$ cat src/rtl/instr_encoder_if.sv
// Request/response bundle for instr_encoder: mnemonic request in, encoded instruction word out.
// The slave modport is the encoder's view; master is the producer/consumer side.
interface instr_encoder_if;
    logic        in_valid;
    logic        in_ready;
    logic [5:0]  in_op;
    logic [4:0]  in_rd;
    logic [4:0]  in_rs1;
    logic [4:0]  in_rs2;
    logic [31:0] in_imm;
    logic        out_valid;
    logic        out_ready;
    logic [31:0] out_instr;

    modport master (
        output in_valid, in_op, in_rd, in_rs1, in_rs2, in_imm, out_ready,
        input  in_ready, out_valid, out_instr
    );

    modport slave (
        input  in_valid, in_op, in_rd, in_rs1, in_rs2, in_imm, out_ready,
        output in_ready, out_valid, out_instr
    );
endinterface

$ cat src/rtl/instr_encoder.sv
// instr_encoder: turns (op, rd, rs1, rs2, imm) requests into RV32IM words, queued in a DEPTH-entry FIFO.
// Optional macro INSTR_ENCODER_RANGE_CHECK_EN replaces out-of-range immediates with a NOP and flags err_range.
module instr_encoder #(
    parameter int DEPTH = 4,
    parameter int CNT_W = 32
) (
    input  logic             clk,
    input  logic             reset,
    input  logic             flush,
    instr_encoder_if.slave   bus,
    output logic [CNT_W-1:0] enc_count,
    output logic             err_illegal,
    output logic             err_range
);
    localparam int             PTR_W    = (DEPTH > 1) ? $clog2(DEPTH) : 1;
    localparam logic [PTR_W:0] FULL_CNT = (PTR_W + 1)'(DEPTH);
    localparam logic [31:0]    NOP      = 32'h0000_0013;

    typedef enum logic [2:0] {
        FMT_R, FMT_I, FMT_SH, FMT_S, FMT_B, FMT_J, FMT_U, FMT_ILL
    } fmt_e;

    fmt_e        w_fmt;
    logic [6:0]  w_opc;
    logic [2:0]  w_f3;
    logic [6:0]  w_f7;
    logic [31:0] w_imm;
    logic [31:0] w_raw;
    logic [31:0] w_word;
    logic        w_illegal;
    logic        w_range_bad;
    logic        w_full;
    logic        w_push;
    logic        w_pop;
    logic        w_out_valid;

    logic [31:0]      r_mem [DEPTH];
    logic [PTR_W-1:0] r_wr_ptr;
    logic [PTR_W-1:0] r_rd_ptr;
    logic [PTR_W:0]   r_count;
    logic [CNT_W-1:0] r_enc_count;
    logic             r_err_illegal;

    assign w_imm = bus.in_imm;

    // NOTE: every combinational output gets a default before the case, so no path leaves a latch behind.
    always_comb begin
        w_fmt = FMT_ILL;
        w_opc = 7'h13;
        w_f3  = 3'd0;
        w_f7  = 7'h00;
        case (bus.in_op)
            6'd0:  begin w_fmt = FMT_R;  w_opc = 7'h33; w_f3 = 3'd0; end
            6'd1:  begin w_fmt = FMT_R;  w_opc = 7'h33; w_f3 = 3'd0; w_f7 = 7'h20; end
            6'd2:  begin w_fmt = FMT_R;  w_opc = 7'h33; w_f3 = 3'd7; end
            6'd3:  begin w_fmt = FMT_R;  w_opc = 7'h33; w_f3 = 3'd6; end
            6'd4:  begin w_fmt = FMT_R;  w_opc = 7'h33; w_f3 = 3'd4; end
            6'd5:  begin w_fmt = FMT_R;  w_opc = 7'h33; w_f3 = 3'd1; end
            6'd6:  begin w_fmt = FMT_R;  w_opc = 7'h33; w_f3 = 3'd5; end
            6'd7:  begin w_fmt = FMT_R;  w_opc = 7'h33; w_f3 = 3'd5; w_f7 = 7'h20; end
            6'd8:  begin w_fmt = FMT_R;  w_opc = 7'h33; w_f3 = 3'd2; end
            6'd9:  begin w_fmt = FMT_R;  w_opc = 7'h33; w_f3 = 3'd3; end
            6'd10: begin w_fmt = FMT_R;  w_opc = 7'h33; w_f3 = 3'd0; w_f7 = 7'h01; end
            6'd11: begin w_fmt = FMT_R;  w_opc = 7'h33; w_f3 = 3'd1; w_f7 = 7'h01; end
            6'd12: begin w_fmt = FMT_R;  w_opc = 7'h33; w_f3 = 3'd4; w_f7 = 7'h01; end
            6'd13: begin w_fmt = FMT_R;  w_opc = 7'h33; w_f3 = 3'd5; w_f7 = 7'h01; end
            6'd14: begin w_fmt = FMT_R;  w_opc = 7'h33; w_f3 = 3'd6; w_f7 = 7'h01; end
            6'd15: begin w_fmt = FMT_R;  w_opc = 7'h33; w_f3 = 3'd7; w_f7 = 7'h01; end
            6'd16: begin w_fmt = FMT_I;  w_opc = 7'h13; w_f3 = 3'd0; end
            6'd17: begin w_fmt = FMT_I;  w_opc = 7'h13; w_f3 = 3'd7; end
            6'd18: begin w_fmt = FMT_I;  w_opc = 7'h13; w_f3 = 3'd6; end
            6'd19: begin w_fmt = FMT_I;  w_opc = 7'h13; w_f3 = 3'd4; end
            6'd20: begin w_fmt = FMT_I;  w_opc = 7'h13; w_f3 = 3'd2; end
            6'd21: begin w_fmt = FMT_I;  w_opc = 7'h13; w_f3 = 3'd3; end
            6'd22: begin w_fmt = FMT_SH; w_opc = 7'h13; w_f3 = 3'd1; end
            6'd23: begin w_fmt = FMT_SH; w_opc = 7'h13; w_f3 = 3'd5; end
            6'd24: begin w_fmt = FMT_SH; w_opc = 7'h13; w_f3 = 3'd5; w_f7 = 7'h20; end
            6'd25: begin w_fmt = FMT_I;  w_opc = 7'h03; w_f3 = 3'd0; end
            6'd26: begin w_fmt = FMT_I;  w_opc = 7'h03; w_f3 = 3'd1; end
            6'd27: begin w_fmt = FMT_I;  w_opc = 7'h03; w_f3 = 3'd2; end
            6'd28: begin w_fmt = FMT_I;  w_opc = 7'h03; w_f3 = 3'd4; end
            6'd29: begin w_fmt = FMT_I;  w_opc = 7'h03; w_f3 = 3'd5; end
            6'd30: begin w_fmt = FMT_S;  w_opc = 7'h23; w_f3 = 3'd0; end
            6'd31: begin w_fmt = FMT_S;  w_opc = 7'h23; w_f3 = 3'd1; end
            6'd32: begin w_fmt = FMT_S;  w_opc = 7'h23; w_f3 = 3'd2; end
            6'd33: begin w_fmt = FMT_B;  w_opc = 7'h63; w_f3 = 3'd0; end
            6'd34: begin w_fmt = FMT_B;  w_opc = 7'h63; w_f3 = 3'd1; end
            6'd35: begin w_fmt = FMT_B;  w_opc = 7'h63; w_f3 = 3'd4; end
            6'd36: begin w_fmt = FMT_B;  w_opc = 7'h63; w_f3 = 3'd5; end
            6'd37: begin w_fmt = FMT_B;  w_opc = 7'h63; w_f3 = 3'd6; end
            6'd38: begin w_fmt = FMT_B;  w_opc = 7'h63; w_f3 = 3'd7; end
            6'd39: begin w_fmt = FMT_J;  w_opc = 7'h6F; end
            6'd40: begin w_fmt = FMT_I;  w_opc = 7'h67; w_f3 = 3'd0; end
            6'd41: begin w_fmt = FMT_U;  w_opc = 7'h37; end
            6'd42: begin w_fmt = FMT_U;  w_opc = 7'h17; end
            default: ;
        endcase
    end

    assign w_illegal = (w_fmt == FMT_ILL);

    always_comb begin
        w_raw = NOP;
        case (w_fmt)
            FMT_R:  w_raw = {w_f7, bus.in_rs2, bus.in_rs1, w_f3, bus.in_rd, w_opc};
            FMT_I:  w_raw = {w_imm[11:0], bus.in_rs1, w_f3, bus.in_rd, w_opc};
            FMT_SH: w_raw = {w_f7, w_imm[4:0], bus.in_rs1, w_f3, bus.in_rd, w_opc};
            FMT_S:  w_raw = {w_imm[11:5], bus.in_rs2, bus.in_rs1, w_f3, w_imm[4:0], w_opc};
            FMT_B:  w_raw = {w_imm[12], w_imm[10:5], bus.in_rs2, bus.in_rs1, w_f3,
                             w_imm[4:1], w_imm[11], w_opc};
            FMT_J:  w_raw = {w_imm[20], w_imm[10:1], w_imm[11], w_imm[19:12], bus.in_rd, w_opc};
            FMT_U:  w_raw = {w_imm[31:12], bus.in_rd, w_opc};
            default: w_raw = NOP;
        endcase
    end

`ifdef INSTR_ENCODER_RANGE_CHECK_EN
    // A field "fits" when every bit above it equals its sign bit.
    always_comb begin
        w_range_bad = 1'b0;
        case (w_fmt)
            FMT_I, FMT_S: w_range_bad = !((&w_imm[31:11]) || !(|w_imm[31:11]));
            FMT_B:        w_range_bad = !((&w_imm[31:12]) || !(|w_imm[31:12])) || w_imm[0];
            FMT_J:        w_range_bad = !((&w_imm[31:20]) || !(|w_imm[31:20])) || w_imm[0];
            FMT_SH:       w_range_bad = |w_imm[31:5];
            FMT_U:        w_range_bad = |w_imm[11:0];
            default:      w_range_bad = 1'b0;
        endcase
    end
`else
    assign w_range_bad = 1'b0;
`endif

    assign w_word = w_range_bad ? NOP : w_raw;

    assign w_full       = (r_count == FULL_CNT);
    assign w_out_valid  = (r_count != '0);
    assign bus.in_ready = !reset && !flush && !w_full;
    assign w_push       = bus.in_valid && bus.in_ready;
    assign w_pop        = w_out_valid && bus.out_ready && !flush;
    assign bus.out_valid = w_out_valid;
    assign bus.out_instr = w_out_valid ? r_mem[r_rd_ptr] : '0;

    // NOTE: sequential state uses non-blocking assignments so every flop samples pre-edge values.
    always_ff @(posedge clk or posedge reset) begin
        if (reset) begin
            r_wr_ptr <= '0;
            r_rd_ptr <= '0;
            r_count  <= '0;
        end else if (flush) begin
            r_wr_ptr <= '0;
            r_rd_ptr <= '0;
            r_count  <= '0;
        end else begin
            if (w_push) r_wr_ptr <= r_wr_ptr + PTR_W'(1);
            if (w_pop)  r_rd_ptr <= r_rd_ptr + PTR_W'(1);
            case ({w_push, w_pop})
                2'b10:   r_count <= r_count + (PTR_W + 1)'(1);
                2'b01:   r_count <= r_count - (PTR_W + 1)'(1);
                default: r_count <= r_count;
            endcase
        end
    end

    // NOTE: storage is left unreset; out_instr is masked to 0 while the FIFO is empty instead.
    always_ff @(posedge clk) begin
        if (w_push) r_mem[r_wr_ptr] <= w_word;
    end

    always_ff @(posedge clk or posedge reset) begin
        if (reset) begin
            r_enc_count   <= '0;
            r_err_illegal <= 1'b0;
        end else begin
            if (w_push) r_enc_count <= r_enc_count + CNT_W'(1);
            if (flush)
                r_err_illegal <= 1'b0;
            else if (w_push && w_illegal)
                r_err_illegal <= 1'b1;
        end
    end

    assign enc_count   = r_enc_count;
    assign err_illegal = r_err_illegal;

`ifdef INSTR_ENCODER_RANGE_CHECK_EN
    logic r_err_range;

    always_ff @(posedge clk or posedge reset) begin
        if (reset)
            r_err_range <= 1'b0;
        else if (flush)
            r_err_range <= 1'b0;
        else if (w_push && w_range_bad)
            r_err_range <= 1'b1;
    end

    assign err_range = r_err_range;
`else
    assign err_range = 1'b0;
`endif
endmodule

$ cat src/flat_wrapper.sv
// flat-port wrapper written by rule: the top's interface ports become plain ports
module instr_encoder_flat 
#(
    parameter int DEPTH = 4,
    parameter int CNT_W = 32
)
  (clk, reset, flush, enc_count, err_illegal, err_range, bus_in_valid, bus_in_op, bus_in_rd, bus_in_rs1, bus_in_rs2, bus_in_imm, bus_out_ready, bus_in_ready, bus_out_valid, bus_out_instr);
  instr_encoder_if bus_i ();
  input  logic clk;
  input  logic reset;
  input  logic flush;
  output logic [CNT_W-1:0] enc_count;
  output logic err_illegal;
  output logic err_range;
  input wire logic [$bits(bus_i.in_valid)-1:0] bus_in_valid;
  input wire logic [$bits(bus_i.in_op)-1:0] bus_in_op;
  input wire logic [$bits(bus_i.in_rd)-1:0] bus_in_rd;
  input wire logic [$bits(bus_i.in_rs1)-1:0] bus_in_rs1;
  input wire logic [$bits(bus_i.in_rs2)-1:0] bus_in_rs2;
  input wire logic [$bits(bus_i.in_imm)-1:0] bus_in_imm;
  input wire logic [$bits(bus_i.out_ready)-1:0] bus_out_ready;
  output wire logic [$bits(bus_i.in_ready)-1:0] bus_in_ready;
  output wire logic [$bits(bus_i.out_valid)-1:0] bus_out_valid;
  output wire logic [$bits(bus_i.out_instr)-1:0] bus_out_instr;
  assign bus_i.in_valid = bus_in_valid;
  assign bus_i.in_op = bus_in_op;
  assign bus_i.in_rd = bus_in_rd;
  assign bus_i.in_rs1 = bus_in_rs1;
  assign bus_i.in_rs2 = bus_in_rs2;
  assign bus_i.in_imm = bus_in_imm;
  assign bus_i.out_ready = bus_out_ready;
  assign bus_in_ready = bus_i.in_ready;
  assign bus_out_valid = bus_i.out_valid;
  assign bus_out_instr = bus_i.out_instr;
  instr_encoder #(.DEPTH(DEPTH), .CNT_W(CNT_W)) u_core (.clk(clk), .reset(reset), .flush(flush), .bus(bus_i), .enc_count(enc_count), .err_illegal(err_illegal), .err_range(err_range));
endmodule
$ cat config.mk
export PLATFORM = sky130hd
export DESIGN_NAME = instr_encoder_flat
export DESIGN_NICKNAME = d
export VERILOG_FILES = /design/src/rtl/instr_encoder_if.sv /design/src/rtl/instr_encoder.sv /design/src/flat_wrapper.sv
export SDC_FILE = /design/constraint.sdc
export NUM_CORES = 1
export LEC_CHECK = 0
export CAP_MARGIN = 20
export CELL_PAD_IN_SITES_DETAIL_PLACEMENT = 1
export CELL_PAD_IN_SITES_GLOBAL_PLACEMENT = 2
export CORE_MARGIN = 1
export CORE_UTILIZATION = 42
export CTS_BUF_LIST = sky130_fd_sc_hd__clkbuf_8
export DETAILED_ROUTE_END_ITERATION = 10
export GPL_TIMING_DRIVEN = 0
export PLACE_DENSITY = 0.95
export SLEW_MARGIN = 20
export SYNTH_ARGS = -nofsm -noshare
export SYNTH_HDL_FRONTEND = slang
export SYNTH_SLANG_ARGS = --single-unit
export TNS_END_PERCENT = 20
$ cat constraint.sdc
create_clock -name clk -period 3.2 [get_ports clk]
set_input_delay 0.8 -clock clk [delete_from_list [all_inputs] [get_ports clk]]
set_output_delay 0.8 -clock clk [all_outputs]
set_load 0.02 [all_outputs]
# Yosys cells after proc, flatten, opt, wreduce, memory -nomap -nowiden
# Memory sizes are Yosys's and may differ from the RTL's.
# Cells that the tools add are included.
dict set report totals {
  ff_bits 40
  mem_bits_rw 128
  in_bits 58
  wordCells 111
  mem_count 1
}
# name depth width rd rd_clocked_by_memory_dff write_ports line_no
set memory_table {}
lappend memory_table {u_core.r_mem 4 32 1 0 1 instr_encoder.sv:37} ;# logic [31:0] r_mem [DEPTH];
dict set report classes {
  addsub 5
  n_eq_ne 52
  mux 16
  reduce_logical 32
}
# cell n
set ops {}
lappend ops {{32-bit case mux with 7 select lines} 1}
lappend ops {{6-bit by 5-bit == test with 1-bit output, second input constant} 16}
lappend ops {{6-bit == test, second input constant} 11}
lappend ops {{7-bit case mux with 8 select lines} 1}
lappend ops {{6-bit by 4-bit == test with 1-bit output, second input constant} 8}
lappend ops {{3-bit case mux with 7 select lines} 2}
lappend ops {{32-bit by 1-bit adder with 32-bit output, second input constant} 1}
lappend ops {{32-bit 2-to-1 mux} 1}
lappend ops {{6-bit by 3-bit == test with 1-bit output, second input constant} 4}
lappend ops {{6-bit OR reduction} 3}
lappend ops {{16-bit OR reduction} 1}
lappend ops {{3-bit == test, second input constant} 5}
lappend ops {{6-bit by 2-bit == test with 1-bit output, second input constant} 2}
lappend ops {{6-bit case mux with 2 select lines} 1}
lappend ops {{12-bit OR reduction} 1}
lappend ops {{4-bit OR reduction} 3}
lappend ops {{5-bit OR reduction} 2}
lappend ops {{3-bit OR reduction} 3}
lappend ops {{2-bit 2-to-1 mux} 4}
lappend ops {{7-bit OR reduction} 1}
lappend ops {{3-bit by 2-bit == test with 1-bit output, second input constant} 2}
lappend ops {{6-bit by 1-bit == test with 1-bit output, second input constant} 1}
lappend ops {{1-bit logical AND} 6}
lappend ops {{6-bit logical NOT} 1}
lappend ops {{14 further kinds} 24}

# Logic depth before layout (Yosys ltp)
dict set report logic_depth {
  depth_word 7
  depth_mapped 7
}

# Worst setup path before layout
# Ideal clock, no wire load.
dict set report synth_path {
  kind {input -> register}
  from {input port reset}
  to {register u_core.r_count[2]}
  arrival_time_ns 2.444
  t_required_ns 3.072
  slack_ns 0.628
  stages 6
  path_cell_list {or3b_4 > nor2_1 > nor3_1 > fa_1 > mux2i_1 > mux2_1}
}
dict set report synth_via {
  elab_chain_cells 7
}
# element line_no
set synth_rtl {}
lappend synth_rtl {{start, declared} flat_wrapper.sv:10} ;# input logic reset;
lappend synth_rtl {{1-bit logical NOT (*)} instr_encoder.sv:138} ;# assign bus.in_ready = !reset && !flush && !w_full;
lappend synth_rtl {{1-bit logical AND (*) (2 in series)} instr_encoder.sv:138}
lappend synth_rtl {{1-bit logical AND (*)} instr_encoder.sv:139} ;# assign w_push = bus.in_valid && bus.in_ready;
lappend synth_rtl {{2-bit by 1-bit == test with 1-bit output or 2-bit == test (tied branches)} instr_encoder.sv:157} ;# case ({w_push, w_pop})
lappend synth_rtl {{3-bit case mux with 2 select lines} instr_encoder.sv:157}
lappend synth_rtl {{3-bit 2-to-1 mux} instr_encoder.sv:150} ;# end else if (flush) begin
lappend synth_rtl {{end signal, assigned} instr_encoder.sv:158} ;# 2'b10: r_count <= r_count + (PTR_W + 1)'(1);
lappend synth_rtl {{end signal, assigned} instr_encoder.sv:159} ;# 2'b01: r_count <= r_count - (PTR_W + 1)'(1);
lappend synth_rtl {{end signal, assigned} instr_encoder.sv:160} ;# default: r_count <= r_count;
lappend synth_rtl {{end, declared} instr_encoder.sv:40} ;# logic [PTR_W:0] r_count;
# Mark *: on every way between the ends. The rest lies on a longest branch, timed or not.
# A chain may end at the register's enable or synchronous reset.

# Final worst setup path
dict set report layout_path {
  from {register u_core.r_rd_ptr[0]}
  to {output port bus_out_instr[20]}
}
dict set report layout_via {
  elab_chain_cells 2
}
# element line_no
set layout_rtl {}
lappend layout_rtl {{start, declared} instr_encoder.sv:39} ;# logic [PTR_W-1:0] r_rd_ptr;
lappend layout_rtl {{start signal, assigned} instr_encoder.sv:156} ;# if (w_pop) r_rd_ptr <= r_rd_ptr + PTR_W'(1);
lappend layout_rtl {{memory read 4 x 32 bit} -}
lappend layout_rtl {{32-bit 2-to-1 mux} instr_encoder.sv:142} ;# assign bus.out_instr = w_out_valid ? r_mem[r_rd_ptr] : '0;
lappend layout_rtl {{end, declared} flat_wrapper.sv:24} ;# output wire logic [$bits(bus_i.out_instr)-1:0] bus_out_instr;
# Every way passes these cells.

==> summary.txt <==
Run status
  • Outcome: finished clean

Timing
  • Setup WS post-layout: 0.0597 ns
  • Max Clock Freq: 0.318 GHz
  • Final Setup Violations: 0
  • Min Hold Slack: 0.499 ns
  • Final min period: 3.14 ns
  • Worst-margin pin slew: 0.804 ns
  • RSZ-0062 raised after global routing: true
  • Endpoints failing hold: 0
  • Final period util: 0.981
  • Setup Skew: between 0.01 and 0.015 ns
  • Max transition margin: 0.459
  • Final slew viol count: 0

CTS
  • Hold_buf cts: 0
  • Clock Root Buffer: clkbuf_8
  • H-tree Lvls: 4
  • CTS tree: yes
  • CTS sink count: 160
  • CTS Buf Count: 17
  • Maximum clock insertion buffer count: 2
  • Clk_lat worst skew: between 0.4 and 0.5 ns
  • Clk slew on worst S/H paths: about 0.08 ns

Synth
  • Synth warnings: 0
  • Cell Area, Synth: 0.00774 mm2
  • Seq/Total Area, Yosys: 0.595
  • Top FF cell, synth: edfxtp_1
  • Post-synth EDFFs: between 100 and 150
  • Mapped Cells: 545
  • Syn Area/Cell: 14.2 um2
  • Register bit total from synthesis: 160
  • FFs w/ async S/R, synth: 0.250
  • Synth area leader: edfxtp_1
  • Top-area cell type share of the netlist area: 0.466
  • Synth unique cells: 75
  • Synth area leaders: edfxtp_1, dfrtp_1, mux4_2
  • Syn Nets: 609

Layout
  • Filler cells: 1791
  • Layout cells sized above 1: 0.183
  • Area growth syn-to-layout: 27.1%
  • N_diodes: 0
  • Commonest non-fill, non-tap cell in the layout: edfxtp_1
  • Most frequent cells in the layout: edfxtp_1, clkdlybuf4s50_1, and2_1, dfrtp_1, mux4_2
  • Final nets: 756

Routing
  • Highest metal used: met4
  • Initial DRC count: about 330
  • Met2 routed WL: 10800 um
  • Post-route ant nets: 0
  • DR vias/cell: 5.67
  • Drt wl/cell: 21.8 um
  • Vias: 5297
  • Metal-1 WL: about 8500 um
  • First-pass DRT Iterations: 5
  • DRC viols: 0
  • Final WL: just over 20000 um
  • Met3 WL post-DR: 724 um

Power
  • Net Sw Frac: 0.305
  • Psw: approximately 1.7 mW
  • Clock share of power: 0.278
  • Combinational power share: 0.294
  • VDD IR max: 277 uV
  • P_int: around 3.9 mW
  • Part of the power in registers: 0.428
  • PwrDens: 573 mW/mm2
  • P_leak: about 3.7 nW

Placed design
  • RD Place Congestion: 0.884
  • I/O Buffers: 123
  • Place WS: -0.290 ns
  • DP Wirelength: 15200 um

Die
  • Die height: 138 um
  • Die ar.: 0.0190 mm2
  • Starting Density: 0.429
  • I/O pin cnt: approximately 130
  • Core footprint: 0.0180 mm2
  • Die width: 138 um
  • Row count: 49

Critical path
  • CP Class: reg2out
  • Highest net fanout along the worst path: 10
  • CP arrival: 2.34 ns
  • FF-to-FF setup slack: 0.80 ns
  • CP endpoint kind: output pin
  • R2R cell count: 6
  • Crit start category: flop
  • CP required: 2.40 ns
  • RR Startpoint: u_core.r_count[2]$_DFFE_PP0P_
  • Reg-to-Reg End: u_core.r_count[2]$_DFFE_PP0P_

GRT
  • Number of global-route vias before repair: around 5700
  • Initial antenna violation count: 0
  • First-pass GRT wire length: approximately 31000 um
  • Gr ovfl total: 0
  • GRT Resource Usage Total: 0.225
  • Largest net degree at the start of global routing: 32

Min path
  • Hold path startpoint: u_core.enc_count[31]$_DFFE_PP0P_
  • Min-Delay Endpoint: u_core.enc_count[31]$_DFFE_PP0P_
  • Hold Path Stages: 1
  • Worst hold path class: reg2reg

Job
  • Max_cap viols: 0
[through the flow]
| step | instance area, um2 | TNS [ns] | std cells | power (mW) | util |
|---|---|---|---|---|---|
| 2_1_floorplan | 7740 | 0 | 545 | 3.39 | - |
| 3_3_place_gp | 9260 | -50.83 | 897 | 4.05 | 0.513 |
| 3_5_place_dp | 9360 | -0.579 | 902 | 4.12 | 0.519 |
| 4_1_cts | 9810 | 0 | 934 | 5.70 | 0.544 |
| 5_1_grt | 9840 | -0.0286 | 934 | 5.85 | 0.546 |
| 6_report | 9840 | 0 | 934 | 5.63 | 0.546 |
[Yosys cell counts, types with 4 or more instances]
master and instances:
ha_1 5, nand2b_1 7, buf_2 13, nor2b_1 5, o21ai_0 10, clkbuf_1 10
nor3_1 9, nor2_1 22, a21oi_1 11, and2_1 38, nand4_1 13, dfrtp_1 40
nand3_1 16, a22o_1 12, buf_4 7, mux4_2 30, and3_1 9, a221o_1 9
edfxtp_1 120, nand2_1 20, inv_1 13, o2bb2ai_1 5, o22ai_1 5, nand3_2 4
xor2_1 6, xnor2_1 29
[worst max-delay path, stage by stage, from the launching register on]
cell and delay [ns]:
dfrtp_2 0.43, buf_6 0.21, mux4_2 0.52, and2_1 0.19
clkdlybuf4s50_1 0.54
[flip-flops by register name, summed over array words and instances (netlist names)]
name,count
u_core.err_illegal,1
u_core.enc_count,32
u_core.r_count,3
u_core.r_rd_ptr,2
u_core.r_mem,120
u_core.r_wr_ptr,2
[layer usage]
layer  global-route usage  vias to the layer above
li1                     -                     2393
met1                0.278                     2742
met2                0.396                      133
met3               0.0390                       29
met4               0.0767                        0
met5                    0                        -
[cells by family (layout without fill, tap and decap cells)]
group | Yosys count | in the layout | share of synthesized area
xor+xnor | 36 | 36 | 0.0417
other cells | 1 | 1 | 0.000485
buf+inv | 50 | 210 | 0.0327
fa+ha+maj | 7 | 7 | 0.0120
mux | 35 | 35 | 0.0943
flops | 160 | 160 | 0.595
simple gates | 174 | 174 | 0.143
compound gates | 82 | 82 | 0.0804
[repair_timing]
item	CTS	global route
setup buffers	1	0
cloned	0	0
setup endpoints to repair	33	20
resized for setup	18	13
[cell type report]
class / instances / area, um2 / area share
timing repair buffer: 129 / 1360 / 0.139
multi-input combinational: 335 / 2890 / 0.294
tap: 229 / 287 / 0.0291
sequential: 160 / 4610 / 0.468
clock buffer: 17 / 234 / 0.0238
inverter: 14 / 52.6 / 0.00534
clock inverter: 15 / 181 / 0.0184
buffer: 35 / 221 / 0.0225
[worst max-delay path by stage]
stage,from,to
after floorplan,reset,u_core.r_count[2]$_DFFE_PP0P_
after global placement,bus_in_valid,u_core.r_mem[0][18]$_DFFE_PP_
after detailed placement,bus_in_valid,u_core.r_count[2]$_DFFE_PP0P_
after CTS,u_core.r_count[2]$_DFFE_PP0P_,bus_out_instr[26]
after global routing,u_core.r_rd_ptr[0]$_DFFE_PP0P_,bus_out_instr[20]
final,u_core.r_rd_ptr[0]$_DFFE_PP0P_,bus_out_instr[20]
[power by group through the flow]
| stage | Clock (mW) | Combinational, mW | Sequential [mW] |
|---|---|---|---|
| 4_1_cts | 1.59 | 1.70 | 2.41 |
| 6_report | 1.56 | 1.66 | 2.41 |
| 2_1_floorplan | 0 | 0.924 | 2.46 |
| 3_5_place_dp | 0 | 1.67 | 2.45 |
| 5_1_grt | 1.66 | 1.77 | 2.42 |
| 3_3_place_gp | 0 | 1.61 | 2.44 |
Note: power is estimated with default switching activity, not from simulation.
==> variant 1, RTL diff (same flow settings) <==
`DEPTH` is set to 4 in 2 places; all go to 2.
--- a/src/rtl/instr_encoder.sv
+++ b/src/rtl/instr_encoder.sv
@@ -2,5 +2,5 @@
 // Optional macro INSTR_ENCODER_RANGE_CHECK_EN replaces out-of-range immediates with a NOP and flags err_range.
 module instr_encoder #(
-    parameter int DEPTH = 4,
+    parameter int DEPTH = 2,
     parameter int CNT_W = 32
 ) (
--- a/src/flat_wrapper.sv
+++ b/src/flat_wrapper.sv
@@ -2,5 +2,5 @@
 module instr_encoder_flat 
 #(
-    parameter int DEPTH = 4,
+    parameter int DEPTH = 2,
     parameter int CNT_W = 32
 )
Behaviour: not the same (a bounded check fails within 4 cycles, from zero or initial values and one cycle with reset high).
==> variant 1 against the unedited design <==
Synthesized cell count down 19%. Register-to-register slack better by 0.25 ns. Sequential cell count decreased by 63. Setup slack improved by 0.10 ns. Non-clock buffer count is 14 lower. Worst hold slack got worse by 0.016 ns. Area after synthesis fell by 37%. Power fell by 49%. Final area is 33% lower. Critical path depth grew 3. Routed wire length shrank 32%. First-iteration DRC count down 50%. Critical path type is now in -> reg.
==> variant 1: results (changes against the unedited design) <==
* First-pass GRT wire length at 21100 um (-33%)
* Syn Nets at 500 (-18%)
* Number of synthesized flops with an enable pin at 60 (-50%)
* Top reg by flops: u_core.r_mem
* Critical R2R Launch: u_core.enc_count[5]$_DFFE_PP0P_
* Worst hold start: u_core.enc_count[31]$_DFFE_PP0P_
* GRT Total Usage at 23.8% (+1.3 points)
* CP max stage cell: clkdlybuf4s50_1
* Min-delay worst type: reg -> reg
* Setup Skew at 0.0113 ns (-0.00106 ns)
* Longest Clk Path Bufs at 2 (unchanged)
* Slew @ Worst Pin at 0.822 ns (+0.0180 ns)
* Synth top area cells: edfxtp_1 37%, dfrtp_1 19%, mux2i_1 6.2%, xnor2_1 4.7%, nor2_1 4.3%
* Pin count of the biggest net entering global routing at 38 (+19%)
* Ratio of cells with drive above 1 in the final layout at 6.70% (-12 points)
* Worst VDD drop at 0.274 mV (-1.3%)
* Status: complete, no violations
* Worst-Skew Late Latency at 0.38 ns (-0.07 ns)
* Final cell count without fillers at 725 (-22%)
* DPL Wire Length at 10400 um (-31%)
* # diodes at 0 (unchanged)
* CP peak stage delay at 0.51 ns (-0.03 ns)
* Clock-pin transition on the worst setup and hold timing paths at 0.09 ns
* Net Switching at 0.000828 W (-52%)
* R2R Path End: u_core.enc_count[21]$_DFFE_PP0P_
* Dpl cell area at 6340 um^2 (-32%)
* Worst R2R Setup Slack at 1.05 ns (+0.25 ns)
* TritonCTS Buffers at 9 (-8)
* Ys async rst share at 38.1% (+13 points)
* H-tree depth at 3 (-1)
* Drt pass-1 iters at 4 (-1)
* Yosys warnings at 0 (unchanged)
* Fill cells at 1253 (-30%)
* Max reg flops at 60 (-50%)
* Crit path DAT at 3.13 ns (+0.79 ns)
* Post-CTS Setup Bufs at 0 (-1)
* Unique masters post-synth at 52 (-31%)
* Via count of the first global-routing pass at 4095 (-28%)
* Via count at 4010 (-24%)
* Root Driver: clkbuf_8
* Final GP Congestion at 0.882 (-0.16%)
* CP Launch Point: bus_in_op[5]
* Synth top cells by count: 60 x edfxtp_1, 56 x nor2_1, 37 x dfrtp_1
* DR WL/cell at 19.0 um (-13%)
* Post-synthesis sequential area ratio at 55.9% (-3.6 points)
* Mean post-synth cell area at 11.1 um^2 (-22%)
* Hold depth at 1 (unchanged)
* Nets at 636 (-16%)
* DR iter-0 viols at 164 (-50%)
* Lkg Pwr at 2.43 nW (-34%)
* Placed cell count at 709 (-21%)
-- variant 1: changes by cell type after synthesis, sizes merged, moves of 9 or more --
cell and change:
nor2 +35, o21ai +10, and2 -36, buf -21, mux2i +28, clkbuf +10
mux4 -30, nand2 +9, edfxtp -60
-- variant 1: timing repair --
action / CTS / global route
setup endpoints to repair: 35 / 3
gates resized for setup: 5 / 4
gates cloned: 0 / 0
-- variant 1: logic make-up after synthesis --
kind of cell	Yosys count	synth area share, %
AO/OA/AOI/OAI	78	11.1
XOR/XNOR	35	6.28
adder cells (fa/ha/maj)	1	0.256
buffers and inverters	40	3.46
flip-flops	97	55.9
multiplexers	30	6.15
other	1	0.0768
AND/OR/NAND/NOR	159	16.8
-- variant 1: stage by stage --
stage               hold slack [ns]  setup slack, ns  utilization (%)  total power [W]
global route                  0.509           0.0230             57.5          0.00299
finish                        0.483            0.161             57.5          0.00287
floorplan                     0.491            0.413                -          0.00181
detailed placement            0.481           -0.459             55.8          0.00213
global placement              0.461           -0.670             55.4          0.00210
CTS                           0.496           0.0326             57.5          0.00289
-- variant 1: how the worst max path moves through the flow --
stage / endpoint / slack, ns
6_report: u_core.r_mem[1][7]$_DFFE_PP_ / 0.16
5_1_grt: u_core.r_mem[1][25]$_DFFE_PP_ / 0.02
4_1_cts: bus_out_instr[0] / 0.03
3_5_place_dp: u_core.r_mem[0][7]$_DFFE_PP_ / -0.46
3_3_place_gp: u_core.r_mem[0][21]$_DFFE_PP_ / -0.67
2_1_floorplan: u_core.r_mem[0][10]$_DFFE_PP_ / 0.41
-- variant 1: layer usage --
metal,track usage (%),share of wire (%),vias up
met4,9.24,1.8,0
met5,0,0,-
met2,41.7,52,142
met1,29.0,41,1971
li1,-,-,1879
met3,4.15,5.5,18
-- variant 1: layout make-up --
| type | count | area, um^2 | area share, % |
|---|---|---|---|
| buffer | 25 | 119 | 1.82 |
| clock buffer | 9 | 124 | 1.89 |
| clock inverter | 7 | 62.6 | 0.956 |
| inverter | 15 | 56.3 | 0.861 |
| multi-input combinational | 304 | 2000 | 30.6 |
| sequential | 97 | 2730 | 41.7 |
| tap | 143 | 179 | 2.73 |
| timing repair buffer | 125 | 1270 | 19.4 |
-- variant 1: worst max-delay path, delay by kind of cell --
kind | cells | cell delay (ns)
compound gates | 3 | 0.63
buf+inv | 3 | 1.33
simple gates | 1 | 0.38
-- variant 1: power groups by stage --
stage / registers (W) / logic (W) / clock network (W)
2_1_floorplan: 0.00149 / 0.000314 / 0
3_3_place_gp: 0.00147 / 0.000635 / 0
3_5_place_dp: 0.00147 / 0.000656 / 0
4_1_cts: 0.00144 / 0.000659 / 0.000792
5_1_grt: 0.00145 / 0.000706 / 0.000834
6_report: 0.00144 / 0.000653 / 0.000778
==> variant 2, RTL diff (same settings) <==
Without the edit above. Register the output `enc_count` once more, with the module's reset; this adds one clock of latency there. The other outputs are not delayed to match.
--- a/src/rtl/instr_encoder.sv
+++ b/src/rtl/instr_encoder.sv
@@ -181,5 +181,11 @@
     end
 
-    assign enc_count   = r_enc_count;
+    always_ff @(posedge clk or posedge reset) begin
+        if (reset) begin
+            enc_count <= '0;
+        end else begin
+            enc_count <= r_enc_count;
+        end
+    end
     assign err_illegal = r_err_illegal;
 
Behaviour: not the same (a bounded check fails within 4 cycles, from zero or initial values and one cycle with reset high).
==> variant 2 against the unedited design <==
Cell count increased by 6.1%. Routed wire length increased by 5.2%. Critical path type unchanged. Final area increased by 6.2%. Sequential cell count increased by 32. Combinational power increased by 13%. Setup slack improved by 0.0029 ns. Register-to-register slack got worse by 0.31 ns. Synthesized cell count increased by 3.7%. First-iteration DRC count increased by 3.0%. Worst hold slack got worse by 0.083 ns. Clock skew increased by 0.0023 ns. Fmax about the same. Area after synthesis increased by 7.6%. Power increased by 13%.
==> variant 2: results (changes against the unedited design) <==
* Antenna violations before repair at 0 (unchanged)
* Worst slack at placement at -0.497 ns (-0.207 ns)
* Switch share at 30.6% (+0.10 points)
* Worst Hold Endpoint: u_core.enc_count[31]$_DFF_PP0_
* Via density at 5.47 (-3.5%)
* Unique masters post-synth at 64 (-15%)
* Ys async rst share at 37.5% (+13 points)
* Status: complete, no violations
* DR iter-0 viols at 339 (+3.0%)
* Compound-Gate Fraction of Synth Area at 6.92% (-1.1 points)
* Met1 Use GR at 28.6% (+0.81 points)
* Worst Reg2Reg Path Length in Cells at 7 (+1)
* Setup Skew at 0.0146 ns (+0.00229 ns)
* Worst R2R Setup Slack at 0.49 ns (-0.31 ns)
* Syn Nets at 629 (+3.3%)
* Ratio of cells with drive above 1 in the final layout at 15.8% (-2.5 points)
* Combinational power share at 29.5% (about the same)
* Hold depth at 0 (-1)
* Synth Area in XOR/XNOR at 4.00% (-0.17 points)
* Lkg Pwr at 4.25 nW (+15%)
* First-pass GRT wire length at 32800 um (+4.7%)
* Crit path DAT at 2.34 ns (about the same)
* Adder-Cell Fraction of Synth Area at 0.992% (-0.20 points)
* F_max at 319 MHz (about the same)
* GRT Total Usage at 21.9% (-0.65 points)
* Met2 wire length at 10900 um (+0.98%)
* WL met3 at 1040 um (+44%)
* Worst VDD drop at 0.288 mV (+3.8%)
* DR WL/cell at 21.6 um (-0.84%)
* Post-synthesis sequential area ratio at 65.0% (+5.4 points)
* Gates resized, CTS repair at 19 (+1)
* Slew @ Worst Pin at 0.924 ns (+0.120 ns)
* Post-Route M1 WL at 9240 um (+8.6%)
* Fill cells at 1908 (+6.5%)
* Via count of the first global-routing pass at 5782 (+1.9%)
* DPL Wire Length at 14800 um (-2.4%)
* Placed cell count at 954 (+5.8%)
* Crit path to: bus_out_instr[3]
* Yosys reg bits at 192 (+20%)
* Synth top area cells: edfxtp_1 43%, dfrtp_1 22%, mux4_2 8.1%, xnor2_1 2.7%, and2_1 2.3%
* Nets at 777 (+2.8%)
* Net Switching at 0.00195 W (+13%)
* Pin count of the biggest net entering global routing at 65 (+100%)
* Worst hold margin at 0.416 ns (-0.0828 ns)
* Critical R2R Launch: u_core.r_count[0]$_DFFE_PP0P_
* Worst hold start: u_core.r_enc_count[31]$_DFFE_PP0P_
* Mux cell area share after synthesis at 8.87% (-0.56 points)
* Min-delay worst type: reg -> reg
* Clock share of power at 25.3% (-2.5 points)
variant 2: metrics by stage:
stage          cell area [um^2]  utilization, %
3_3_place_gp               9880            50.8
3_5_place_dp               9910            50.9
6_report                  10400            53.7
5_1_grt                   10400            53.7
4_1_cts                   10400            53.2
2_1_floorplan              8320               -
variant 2: cell type report:
class / count / area, um^2 / share of cell area [%]
tap: 265 / 332 / 3.18
clock inverter: 12 / 133 / 1.27
multi-input combinational: 323 / 2700 / 25.8
timing repair buffer: 130 / 1340 / 12.8
clock buffer: 20 / 275 / 2.64
sequential: 192 / 5410 / 51.8
inverter: 16 / 62.6 / 0.599
buffer: 33 / 198 / 1.89
variant 2: worst max-delay path, delay by kind of cell, from the launching register on:
kind | cells | cell delay (ns)
buffers and inverters | 2 | 0.72
DFF | 1 | 0.45
muxes | 1 | 0.52
and+or+nand+nor | 1 | 0.18
